===== config.mk =====
export PLATFORM = sky130hd
export DESIGN_NAME = if_stage_flat
export DESIGN_NICKNAME = d
export VERILOG_FILES = /design/src/rtl/if_stage_if.sv /design/src/rtl/if_stage.sv /design/src/flat_wrapper.sv
export SDC_FILE = /design/constraint.sdc
export NUM_CORES = 1
export LEC_CHECK = 0
export CORE_MARGIN = 2
export CORE_UTILIZATION = 30
export CTS_BUF_LIST = sky130_fd_sc_hd__clkbuf_4
export DETAILED_ROUTE_END_ITERATION = 12
export PLACE_DENSITY_LB_ADDON = 0.1
export SKIP_LAST_GASP = 1
export SYNTH_ARGS = -nofsm -noshare
export SYNTH_HDL_FRONTEND = slang
export SYNTH_SLANG_ARGS = --single-unit

===== constraint.sdc =====
create_clock -name clk -period 1.7 [get_ports clk]
set_input_delay 0.17 -clock clk [delete_from_list [all_inputs] [get_ports clk]]
set_output_delay 0.17 -clock clk [all_outputs]
set_load 0.01 [all_outputs]

===== src/rtl/if_stage_if.sv =====
// Instruction memory request/response channel between the fetch stage and imem.
interface if_stage_if;
  logic        imem_req;
  logic [15:0] imem_addr;
  logic        imem_gnt;
  logic        imem_rvalid;
  logic [15:0] imem_rdata;

  modport master (output imem_req, imem_addr, input imem_gnt, imem_rvalid, imem_rdata);
  modport slave  (input imem_req, imem_addr, output imem_gnt, imem_rvalid, imem_rdata);
endinterface


===== src/rtl/if_stage.sv =====
// Instruction fetch stage: owns the PC, issues single-outstanding imem requests
// and drives the IF/ID register with stall and redirect (flush) support.
module if_stage #(
  parameter logic [15:0] RESET_PC  = 16'h0000,
  parameter logic [15:0] NOP_INSTR = 16'h0000
) (
  input  logic        clk,
  input  logic        rst,
  input  logic        stall,
  input  logic        redirect_valid,
  input  logic [15:0] redirect_pc,
  if_stage_if.master  imem,
  output logic [15:0] id_instr,
  output logic [15:0] id_pc,
  output logic        id_valid
);
  // state | meaning
  // IDLE  | dead cycle after reset release
  // FETCH | request at pc outstanding until gnt
  // WAIT  | request accepted, waiting for rvalid
  // HOLD  | response buffered while decode stalls
  typedef enum logic [1:0] {IDLE, FETCH, WAIT, HOLD} state_t;

  state_t      state;
  logic [15:0] pc;
  logic [15:0] req_pc;
  logic [15:0] hold_buf;
  logic        discard;
  logic        load_id;
  logic [15:0] load_instr;

  assign imem.imem_req  = (state == FETCH);
  assign imem.imem_addr = pc;

  always_comb begin
    load_id    = 1'b0;
    load_instr = imem.imem_rdata;
    if (!redirect_valid && !stall) begin
      if (state == WAIT && imem.imem_rvalid && !discard) begin
        load_id = 1'b1;
      end
      if (state == HOLD) begin
        load_id    = 1'b1;
        load_instr = hold_buf;
      end
    end
  end

  always_ff @(posedge clk or negedge rst) begin
    if (!rst) begin
      state    <= IDLE;
      pc       <= RESET_PC;
      req_pc   <= '0;
      hold_buf <= '0;
      discard  <= 1'b0;
      id_instr <= NOP_INSTR;
      id_pc    <= '0;
      id_valid <= 1'b0;
    end else if (redirect_valid) begin
      // A grant in this cycle already launched the old-pc request; its reply is dropped.
      pc       <= redirect_pc;
      id_valid <= 1'b0;
      id_instr <= NOP_INSTR;
      case (state)
        IDLE:  state <= FETCH;
        FETCH: begin
          if (imem.imem_gnt) begin
            req_pc  <= pc;
            discard <= 1'b1;
            state   <= WAIT;
          end
        end
        WAIT: begin
          if (imem.imem_rvalid) begin
            discard <= 1'b0;
            state   <= FETCH;
          end else begin
            discard <= 1'b1;
          end
        end
        HOLD:    state <= FETCH;
        default: state <= IDLE;
      endcase
    end else begin
      case (state)
        IDLE:  state <= FETCH;
        FETCH: begin
          if (imem.imem_gnt) begin
            req_pc <= pc;
            pc     <= pc + 16'd1;
            state  <= WAIT;
          end
        end
        WAIT: begin
          if (imem.imem_rvalid) begin
            if (discard) begin
              discard <= 1'b0;
              state   <= FETCH;
            end else if (!stall) begin
              state <= FETCH;
            end else begin
              hold_buf <= imem.imem_rdata;
              state    <= HOLD;
            end
          end
        end
        HOLD: begin
          if (!stall) state <= FETCH;
        end
        default: state <= IDLE;
      endcase

      if (load_id) begin
        id_instr <= load_instr;
        id_pc    <= req_pc;
        id_valid <= 1'b1;
      end else if (!stall) begin
        id_instr <= NOP_INSTR;
        id_valid <= 1'b0;
      end
    end
  end
endmodule


===== src/flat_wrapper.sv =====
// flat-port wrapper written by rule: the top's interface ports become plain ports
module if_stage_flat 
#(
  parameter logic [15:0] RESET_PC  = 16'h0000,
  parameter logic [15:0] NOP_INSTR = 16'h0000
)
  (clk, rst, stall, redirect_valid, redirect_pc, id_instr, id_pc, id_valid, imem_imem_req, imem_imem_addr, imem_imem_gnt, imem_imem_rvalid, imem_imem_rdata);
  if_stage_if imem_i ();
  input  logic clk;
  input  logic rst;
  input  logic stall;
  input  logic redirect_valid;
  input  logic [15:0] redirect_pc;
  output logic [15:0] id_instr;
  output logic [15:0] id_pc;
  output logic id_valid;
  output wire logic [$bits(imem_i.imem_req)-1:0] imem_imem_req;
  output wire logic [$bits(imem_i.imem_addr)-1:0] imem_imem_addr;
  input wire logic [$bits(imem_i.imem_gnt)-1:0] imem_imem_gnt;
  input wire logic [$bits(imem_i.imem_rvalid)-1:0] imem_imem_rvalid;
  input wire logic [$bits(imem_i.imem_rdata)-1:0] imem_imem_rdata;
  assign imem_imem_req = imem_i.imem_req;
  assign imem_imem_addr = imem_i.imem_addr;
  assign imem_i.imem_gnt = imem_imem_gnt;
  assign imem_i.imem_rvalid = imem_imem_rvalid;
  assign imem_i.imem_rdata = imem_imem_rdata;
  if_stage #(.RESET_PC(RESET_PC), .NOP_INSTR(NOP_INSTR)) u_core (.clk(clk), .rst(rst), .stall(stall), .redirect_valid(redirect_valid), .redirect_pc(redirect_pc), .imem(imem_i), .id_instr(id_instr), .id_pc(id_pc), .id_valid(id_valid));
endmodule

* Word level (Yosys, flattened, before mapping)
Cells that the tools add are included.
** Cells by class
- $add $sub $neg :: 1
- Equal/unequal tests :: 7
- Multiplexer cells :: 29
- Bitwise operators :: 2
- Reductions and logical operators :: 19
** Operators with widths (number)
- 16-bit 2-to-1 mux :: 8
- 16-bit by 1-bit adder with 16-bit output, second input constant :: 1
- 2-bit 2-to-1 mux :: 7
- 1-bit 2-to-1 mux :: 11
- 2-bit nonzero test :: 5
- 2-bit one-hot mux with 4 select lines :: 1
- 2-bit AND reduction :: 4
- 2-bit one-hot mux with 3 select lines :: 1
- 5-bit AND reduction :: 1
- 2-bit equality test, second input constant :: 2
- 4-bit AND reduction :: 1
- 1-bit logical AND :: 3
- 1-bit logical NOT :: 3
- 3-bit by 1-bit != test with 1-bit output, second input constant :: 1
- 3-bit by 2-bit != test with 1-bit output, second input constant :: 1
- 3-bit != test, second input constant :: 1
- 2-bit by 1-bit equality test with 1-bit output, second input constant :: 1
- 2-bit logical NOT :: 1
- 2-bit != test, second input constant :: 1
- 1-bit inverter :: 2
- 1-bit one-hot mux with 2 select lines :: 1
- 2-bit OR reduction :: 1
** Storage, ports and cells
- Bits in registers :: 84
- Bits of input ports :: 38
- Output and inout port bits :: 50
- Logic and storage cells :: 66

* Logic depth before layout (Yosys ltp)
Gate-level depths: netlist of the first run.
- Depth in word-level cells :: 8
- Mapped depth :: 8

* Worst setup path before layout of the first run
No wires, ideal clock.
- Kind :: register to register
- From :: register u_core.state[0]
- To :: register u_core.id_pc[10]
- Arrival time :: 1602 ps
- Required time :: 1575 ps
- Setup slack :: -26 ps
- Cell stages (with the launch flop) :: 8
- Buffers on the path :: 1
- Period minus slack after synthesis :: 1726 ps
- Cell sequence :: dfrtp_1 -> inv_1 -> ha_1 -> nand2_1 -> nor2_1 -> o21ai_2 -> buf_4 -> mux2_2
** Between the ends
- Cells in the longest elaborated chain, start to end :: 7
** RTL lines
- start: declaration :: RTL line if_stage.sv:24 : state_t state;
- start signal: assignment :: RTL line if_stage.sv:51 : state <= IDLE;
- start signal: assignment :: RTL line if_stage.sv:65 : IDLE: state <= FETCH;
- start signal: assignment :: RTL line if_stage.sv:70 : state <= WAIT;
- 2-bit equality test :: RTL line if_stage.sv:39 : if (state == WAIT && imem.imem_rvalid && !discard) begin
- 1-bit logical AND (2 in a row) :: RTL line if_stage.sv:39
- 1-bit 2-to-1 mux :: RTL line if_stage.sv:39
- 1-bit 2-to-1 mux * :: RTL line if_stage.sv:42 : if (state == HOLD) begin
- 1-bit 2-to-1 mux * :: RTL line if_stage.sv:38 : if (!redirect_valid && !stall) begin
- 2-bit AND reduction (no line) *
- end signal: assignment :: RTL line if_stage.sv:115 : id_pc <= req_pc;
- end: declaration :: RTL line if_stage.sv:14 : output logic [15:0] id_pc,
Every way passes the cells marked *; elsewhere a longest branch is shown, timed or not.
A chain may end at the register's enable or synchronous reset.

* Worst setup path in the final report of the first run
- From :: register u_core.state[1]
- To :: register u_core.id_pc[11]
The elaborated chain is that of the path after synthesis.

==> results.md, run 1 <==
- The flow ran to the end, but the final reports show violations.
- The final reports fail on setup timing.
- The TritonCTS clock tree is built.
- The setup-violating endpoint count in the final report is 19.
- The fraction of registers with async set or reset after synthesis is 100%.
- The post-synthesis adder-cell area fraction is 1.36%.
- The worst-case setup margin in the final layout is -0.0479 ns.
- In this run the deepest clock path goes through 2 buffers.
- In this run the power density over the cells is 1160 nW/um2.
- The total wirelength of the detailed-routed design is 9600 um.
- The final max-slew violation count is 0.
- The sequential fraction of the synthesis area is 57.0%.
- At the worst endpoint, the arrival time is 2.09 ns.
- Counting tap cells, the placed design contains a total of 549 instances.
- For this run, the total global-route usage over all layers was measured as 15.2%.
- Setup repair after global routing could not meet its margin everywhere.
- The clock latency on the worst-skew pair is 0.45 ns.
- From bottom edge to top edge, the die measures 115 um.
- Across all hold checks on the routed design, the worst slack comes to 0.208 ns.
- After detailed routing, the number of vias per cell comes to 4.89.
- The clock tree synthesis step divided the H-tree into 3 levels.
- The initial antenna violation count is 0.
- At the worst endpoint, the required time is 2.04 ns.
- Yosys mapped a number of flops with a built-in enable equal to 0.
- The synthesized netlist devotes 9.07% of its cell area to compound gates.
- The clock tree root driver cell is sky130_fd_sc_hd__clkbuf_4.
- In this run the standard cell core region covers 12000 um2.
- The worst min-delay path category is input pin to asynchronous set/reset pin.
- The total non-filler cell area in the finished layout is 5480 um2.
- The congestion estimate from routability-driven global placement came to 0.734.
- The cell area after placement is 4970 um2.
- The worst path in the final design needs a cycle of 1.75 ns, including I/O delays and setup.
- After synthesis, the largest family of logic cells by area is multiplexers.
- By area the synthesized netlist is led by sky130_fd_sc_hd__dfrtp_1 (57%), sky130_fd_sc_hd__mux2_2 (10%), sky130_fd_sc_hd__a222oi_1 (4.3%).
- The post-synthesis mux area share is 14.3%.
- The overall overflow remaining after global route is 0.
- The clock slew seen by the registers of the worst setup and hold paths is 0.13 ns.
- The number of nets in the layout is 469.
- The tool flagged a number of max-cap violations equal to 0.
- The post-synthesis average cell area is 12.4 um2.
- The total leakage power is 2.58 nW.
- Synthesis produced a netlist with a net count of 339.
- The via count of the first global-routing pass is 2953.
- The number of I/O pins is 88.
- The DRC violation total after the first TritonRoute iteration is 242.
- The startpoint class of the critical path is a register.
- Summing every instance area after synthesis gives 3680 um2.
- The commonest non-fill, non-tap cell in the layout is sky130_fd_sc_hd__clkdlybuf4s50_1.
- For this design, the sink count on the clock tree is 84.
- Once detailed placement completed, the half-perimeter wirelength came to 6360 um.
- Yosys mapped the design onto 40 distinct sky130hd cell types.
- The total DRC errors in the routed layout is 0.
- On the critical path, the stage with the largest delay is an instance of sky130_fd_sc_hd__dfrtp_1.
- The starting utilization of the core area is 30.7%.
- In the final routed layout, each cell accounts on average for 16.6 um.
- The post-route clock period utilization is 103%.
- The signal on the critical path passes through buf_6, ha_4, nand2_4, nor2_4, buf_6, o21ai_4, clkbuf_16, mux2_4.
- The biggest area contributor in the post-synthesis netlist is sky130_fd_sc_hd__dfrtp_1.
- The worst max-slew margin expressed relative to the limit is 67.7%.
- STA classifies the critical path endpoint as a register.
- The clock skew is 0.00897 ns.
- The fraction of synthesized cell area taken by the top area cell type is 57.0%.
- The post-synthesis xor/xnor area fraction is 2.61%.
- At the pin with the least slew margin, the transition time is 0.484 ns.
- The via count is 2826.
- The post-route netlist has 30.6% of its cells at a drive strength greater than 1.
- The critical path is of the register to register type.
- Entering global routing, the biggest net connects 35 pins.
- In the layout the commonest cells are sky130_fd_sc_hd__clkdlybuf4s50_1 (79), sky130_fd_sc_hd__dfrtp_1 (77), sky130_fd_sc_hd__buf_4 (33).
- The detail route stage leaves a number of antenna-violating nets equal to 0.
- The most numerous cell type found on the critical path is sky130_fd_sc_hd__buf_6.
- The area growth from synthesis to layout is 48.6%.
- The number of warning messages in the yosys log is 0.
- The most frequently used flop master after synthesis is sky130_fd_sc_hd__dfrtp_1.
- The die is 115 um wide.
- The area of the die is 13200 um2.
- The maximum fanout along the worst path is 8.
- After floorplanning, the core was divided into 40 placement rows.
- Synthesis produced a netlist whose cell count is 297.
- The fraction of the mapped netlist area in simple logic gates is 11.1%.
- The filler-free cell count of the finished design is 578.
- The post-synthesis register bit count is 84.
- The count of endpoints failing hold in the final timing report is 0.
- The wire length of the first global-routing pass is 15200 um.
- The pre-antenna-repair detailed-routing pass consisted of 5 iterations.
- In this run, CTS created clock tree buffers numbering 9.
- In this run the tool buffered the top-level ports with 87 buffer cells.
- Static timing analysis puts the maximum clock frequency at 572 MHz.
- The maximum ir drop on the vdd rail is 0.552 mV.
- The repair_antennas step left the layout with diodes totalling 0.
- For this run, the slowest stage of the critical path takes 0.42 ns.
==> final cells by class <==
cell class | instances | area (um2)
Fill cell | 1150 | 6540
Sequential cell | 84 | 2110
Multi-Input combinational cell | 177 | 1610
Timing Repair Buffer | 133 | 1360
Tap cell | 147 | 184
Clock buffer | 12 | 90.1
Inverter | 22 | 85.1
Clock inverter | 3 | 38.8
==> logic make-up (layout without fill, tap and decap cells) <==
group / after synthesis / count (layout)
flip-flops: 84 / 84
XOR/XNOR: 11 / 11
AO/OA/AOI/OAI: 45 / 45
AND/OR/NAND/NOR: 70 / 70
buffers and inverters: 36 / 170
adder cells (fa/ha/maj): 4 / 4
multiplexers: 47 / 47
==> synthesized netlist by cell type (2+ instances only) <==
| cell type | number |
|---|---|
| sky130_fd_sc_hd__a221o_1 | 2 |
| sky130_fd_sc_hd__nor3_2 | 2 |
| sky130_fd_sc_hd__nor2_1 | 8 |
| sky130_fd_sc_hd__mux2i_1 | 3 |
| sky130_fd_sc_hd__inv_1 | 22 |
| sky130_fd_sc_hd__nor3_1 | 5 |
| sky130_fd_sc_hd__buf_4 | 3 |
| sky130_fd_sc_hd__a21oi_1 | 3 |
| sky130_fd_sc_hd__o21ai_1 | 7 |
| sky130_fd_sc_hd__buf_6 | 2 |
| sky130_fd_sc_hd__clkbuf_1 | 3 |
| sky130_fd_sc_hd__nand4_1 | 3 |
| sky130_fd_sc_hd__mux2_2 | 34 |
| sky130_fd_sc_hd__xor2_1 | 2 |
| sky130_fd_sc_hd__a222oi_1 | 16 |
| sky130_fd_sc_hd__ha_1 | 4 |
| sky130_fd_sc_hd__mux2_1 | 10 |
| sky130_fd_sc_hd__nand2_1 | 29 |
| sky130_fd_sc_hd__nand3_1 | 5 |
| sky130_fd_sc_hd__and2_1 | 2 |
| sky130_fd_sc_hd__dfrtp_1 | 84 |
| sky130_fd_sc_hd__nor2b_1 | 3 |
| sky130_fd_sc_hd__nor4_2 | 5 |
| sky130_fd_sc_hd__buf_2 | 6 |
| sky130_fd_sc_hd__xnor2_1 | 9 |
| sky130_fd_sc_hd__o21ai_0 | 11 |
==> what timing repair did <==
item | 4_1_cts | 5_1_grt
gates cloned | 1 | 1
endpoints found under the hold margin | 32 | 0
gates resized for setup | 29 | 38
buffers inserted | 11 | 4
hold buffers | 1 | 0
setup endpoints to repair | 63 | 64
pin swaps | 4 | 16
==> metrics by stage <==
step / setup slack [ns] / util [%] / total power [W] / TNS (ns)
after global placement: -0.399 / 41.4 / 0.00490 / -8.65
after global routing: -0.112 / 45.6 / 0.00680 / -2.83
final: -0.0479 / 45.6 / 0.00635 / -0.566
after CTS: -0.0619 / 44.0 / 0.00628 / -1.42
after floorplan: 0.0116 / - / 0.00383 / 0
after detailed placement: -0.418 / 41.4 / 0.00494 / -9.61
==> power breakdown <==
part | total, W | internal [W] | switching (W)
combinational | 0.00239 | 0.00145 | 0.000939
sequential | 0.00282 | 0.00252 | 0.000301
clock | 0.00114 | 0.000485 | 0.000650
==> per-layer routing <==
| layer | wire length [um] | up-vias | track usage (%) |
|---|---|---|---|
| li1 | - | 1316 | - |
| met1 | 4380 | 1421 | 19.9 |
| met2 | 4640 | 78 | 24.7 |
| met3 | 440 | 11 | 3.48 |
| met4 | 136 | 0 | 6.02 |
| met5 | 0 | - | 0 |
==> path summary, 6_finish.rpt <==
check	startpoint	endpoint	slack [ns]	cells after the start
min reg2reg	u_core.req_pc[3]	u_core.req_pc[3]	0.49	2
max reg2reg	u_core.state[1]	u_core.id_pc[11]	-0.05	8
max	u_core.state[1]	u_core.id_pc[11]	-0.05	8
min in group clk	redirect_pc[5]	u_core.imem.imem_addr[5]	0.26	3
min	rst	u_core.hold_buf[14]	0.21	2
max in group asynchronous	rst	u_core.imem.imem_addr[4]	0.96	3
==> state kept, by name, indices dropped and copies added (netlist names) <==
| name | cells |
|---|---|
| u_core.state | 2 |
| u_core.id_valid | 1 |
| u_core.id_instr | 16 |
| u_core.hold_buf | 16 |
| u_core.discard | 1 |
| u_core.imem.imem_addr | 16 |
| u_core.id_pc | 16 |
| u_core.req_pc | 16 |
==> critical path: cells and delay by family, from the launching register on <==
kind / cells / cell delay (ns)
adders and majority gates: 1 / 0.16
muxes: 1 / 0.30
AOI/OAI and AO/OA: 1 / 0.20
DFF: 1 / 0.42
and+or+nand+nor: 2 / 0.11
buffers and inverters: 3 / 0.46
Power figures use the tool's default switching activity.
==> run 2, diff against run 1 <==
- CORE_UTILIZATION: 30 -> 46
- CTS_BUF_LIST: sky130_fd_sc_hd__clkbuf_4 -> sky130_fd_sc_hd__clkbuf_8
==> run 2 against run 1 <==
Net effect: the run now ends clean; clock skew is 0.00066 ns lower; maximum frequency is 6.1% higher; non-clock buffer count is 15 lower; core utilization is 21 points higher; critical path type unchanged; clock-buffer cell count is 3 lower; critical endpoint is now u_core.hold_buf[1].
==> results.md, run 2 (synthesis gave the netlist of run 1 again) <==
- The overall overflow remaining after global route came to 0 (unchanged).
- The horizontal die dimension was 93.5 um (-19%).
- The initial antenna violation count is 0 (unchanged).
- The detail-routed via count per cell came to 5.30 (+8.4%).
- The global routing stage identified its most utilized layer as met2.
- The minimum clock period after layout came to 1.65 ns (-0.0999 ns).
- The met1 usage is 28.1% (+8.2 points).
- The post-synthesis to final-layout area growth is 39.3%.
- The clock latency on the worst-skew pair was 0.35 ns (-0.10 ns).
- The cell area after placement is 4860 um2 (-2.2%).
- The placer's final routability congestion estimate is 0.750 (+2.2%).
- Setup repair after global routing could not meet its margin everywhere.
- The total leakage power came to 2.35 nW (-8.6%).
- The area of the die came to 8740 um2 (-34%).
- The total wirelength of the detailed-routed design came to 8400 um (-13%).
- The number of nets still failing antenna checks after routing was 0 (unchanged).
- The run finished with clean final reports.
- The flop-to-flop setup slack came to 0.05 ns (+0.10 ns).
- The number of buffers added on ports is 87 (unchanged).
- The worst-case setup margin in the final layout is 0.0521 ns (+0.0999 ns).
- The global-route total usage across every layer is 20.7% (+5.5 points).
- The global-route track usage on met2 is 32.9% (+8.2 points).
- The kind of end point of the critical path is a register.
- The antenna diode count was 0 (unchanged).
- The clock skew came to 0.00831 ns (-0.000655 ns).
- The via count of the first global-routing pass is 2808 (-4.9%).
- The count of endpoints failing hold in the final timing report is 0 (unchanged).
- The final max-slew violation count is 0 (unchanged).
- The net switching component of the power is 0.00189 W (-0.23%).
- The power density normalized to cell area is 1200 nW/um2 (+3.7%).
- The wire length of the first global-routing pass is 14000 um (-8.1%).
- The starting utilization of the core area is 47.7% (+17 points).
- STA classifies the critical path startpoint as a register.
- The clock tree buffer depth is 2 (unchanged).
- TritonCTS built the clock tree.
- The slew at the pin with the worst max-slew slack was 0.351 ns (-0.134 ns).
- The setup-violating endpoint count in the final report is 0 (-19).
- The number of levels in the clock H-tree is 3 (unchanged).
- The number of iterations in the first detailed-routing pass is 5 (unchanged).
- The number of nets in the layout is 454 (-3.2%).
- The site row count is 32 (-20%).
- The number of I/O pins came to 88 (unchanged).
- The worst max-slew margin expressed relative to the limit came to 76.6% (+8.9 points).
- The sequential share of power is 45.8% (+1.3 points).
- The post-route clock period utilization was 96.9% (-5.9 points).
- The total non-filler cell area in the finished layout was 5130 um2 (-6.3%).
- The number of max-cap violations was 0 (unchanged).
- The arrival time reported for the critical path endpoint is 1.88 ns (-0.21 ns).
- The share of power burned in the clock network came to 20.7% (+2.8 points).
- The number of sinks on the clock net is 84 (unchanged).
- The timing-limited maximum frequency is 607 MHz (+6.1%).
- The internal power component came to 0.00428 W (-3.9%).
- The pin count of the biggest net entering global routing was 43 (+23%).
- The number of cells on the worst reg-to-reg path is 7 (-1).
- The commonest non-fill, non-tap cell in the layout is sky130_fd_sc_hd__clkdlybuf4s50_1.
- The post-placement setup slack came to -0.314 ns (+0.104 ns).
- The TritonCTS buffer count is 9 (unchanged).
- The hold slack is 0.213 ns (+0.00487 ns).
- The via count was 2750 (-2.7%).
- The routed wirelength normalized by instance count is 16.2 um (-2.6%).
- In the layout the commonest cells are sky130_fd_sc_hd__clkdlybuf4s50_1 (85), sky130_fd_sc_hd__dfrtp_1 (84), sky130_fd_sc_hd__mux2_2 (34).
- The tightest min-delay check is of the input pin to asynchronous set/reset pin type.
- The DRC violation total after the first TritonRoute iteration is 174 (-28%).
- The maximum fanout along the worst path is 8 (unchanged).
- The die height was 93.5 um (-19%).
- The clock slew seen by the registers of the worst setup and hold paths came to 0.09 ns (-0.04 ns).
- The met3 routing resource usage after global routing is 4.92% (+1.4 points).
- The required time of the critical path came to 1.93 ns (-0.11 ns).
- The half-perimeter wire length after placement came to 5850 um (-7.9%).
- The proportion of power drawn by combinational gates was 33.5% (-4.1 points).
- The critical path in this run is classified as register to register.
- The root buffer cell chosen for the clock tree is sky130_fd_sc_hd__clkbuf_8.
- The core footprint came to 7730 um2 (-36%).
- The maximum ir drop on the vdd rail is 0.776 mV (+41%).
- The fraction of layout instances using a drive strength above 1 came to 24.5% (-6.2 points).
- The total DRC errors in the routed layout is 0 (unchanged).
- The switching portion of total power came to 30.6% (+0.80 points).
==> run 2: cell types whose count changed in the layout (fill, tap and decap cells not counted), moves of 5 or more <==
| cell | previous run | this run |
|---|---|---|
| sky130_fd_sc_hd__mux2_4 | 22 | 0 |
| sky130_fd_sc_hd__mux2_2 | 21 | 34 |
| sky130_fd_sc_hd__clkbuf_4 | 12 | 0 |
| sky130_fd_sc_hd__clkbuf_8 | 0 | 9 |
| sky130_fd_sc_hd__mux2_1 | 1 | 10 |
| sky130_fd_sc_hd__buf_4 | 33 | 25 |
| sky130_fd_sc_hd__dfrtp_1 | 77 | 84 |
| sky130_fd_sc_hd__dfrtp_2 | 7 | 0 |
| sky130_fd_sc_hd__clkdlybuf4s50_1 | 79 | 85 |
| sky130_fd_sc_hd__buf_6 | 5 | 0 |
==> run 2: routing by layer <==
metal  part of all wire [%]  vias up
li1                       -     1292
met3                    6.5        9
met1                     44     1352
met2                     49       97
met5                      0        -
met4                    1.2        0
==> run 2: area by class of cell <==
class                      instances  area (um2)
sequential                        84        2100
tap                              102         128
clock buffer                       9         124
multi-input combinational        177        1460
clock inverter                     7        51.3
timing repair buffer             118        1180
fill                             589        2590
inverter                          22        82.6
==> run 2: critical path, stage by stage, from the launching register on <==
cell and delay, ns:
sky130_fd_sc_hd__dfrtp_1 0.40, sky130_fd_sc_hd__inv_1 0.07, sky130_fd_sc_hd__ha_2 0.20, sky130_fd_sc_hd__nand2_2 0.08, sky130_fd_sc_hd__nor2_4 0.12, sky130_fd_sc_hd__and2_4 0.18
sky130_fd_sc_hd__clkbuf_16 0.16, sky130_fd_sc_hd__mux2_1 0.33
==> run 2: worst paths after layout <==
kind	startpoint	to
max in group asynchronous	rst	u_core.hold_buf[5]
min reg2reg	u_core.req_pc[3]	u_core.req_pc[3]
max reg2reg	u_core.state[0]	u_core.hold_buf[1]
min in group clk	redirect_pc[10]	u_core.imem.imem_addr[10]
max	u_core.state[0]	u_core.hold_buf[1]
min	rst	u_core.id_pc[2]
==> run 2: what timing repair did <==
action / CTS / global route
hold buffers: 1 / 0
endpoints found under the setup margin: 29 / 44
gates resized for setup: 4 / 8
endpoints found under the hold margin: 57 / 0
setup buffers: 1 / 0
pin swaps: 1 / 1
gates cloned: 0 / 1
==> run 2: power by group through the flow <==
stage	sequential [W]	combinational, W	clock, W
after floorplan	0.00293	0.000900	0
after global placement	0.00284	0.00199	0
after detailed placement	0.00287	0.00203	0
after CTS	0.00283	0.00206	0.00131
after global routing	0.00290	0.00225	0.00140
final	0.00282	0.00206	0.00128
==> run 2: per-stage QoR <==
step           cells  TNS, ns  total power [W]  utilization (%)
2_1_floorplan    297        0          0.00383                -
3_3_place_gp     500    -4.57          0.00483             62.9
3_5_place_dp     500    -5.18          0.00490             62.9
4_1_cts          518        0          0.00619             65.8
5_1_grt          519  -0.0555          0.00656             66.4
6_report         519        0          0.00617             66.4
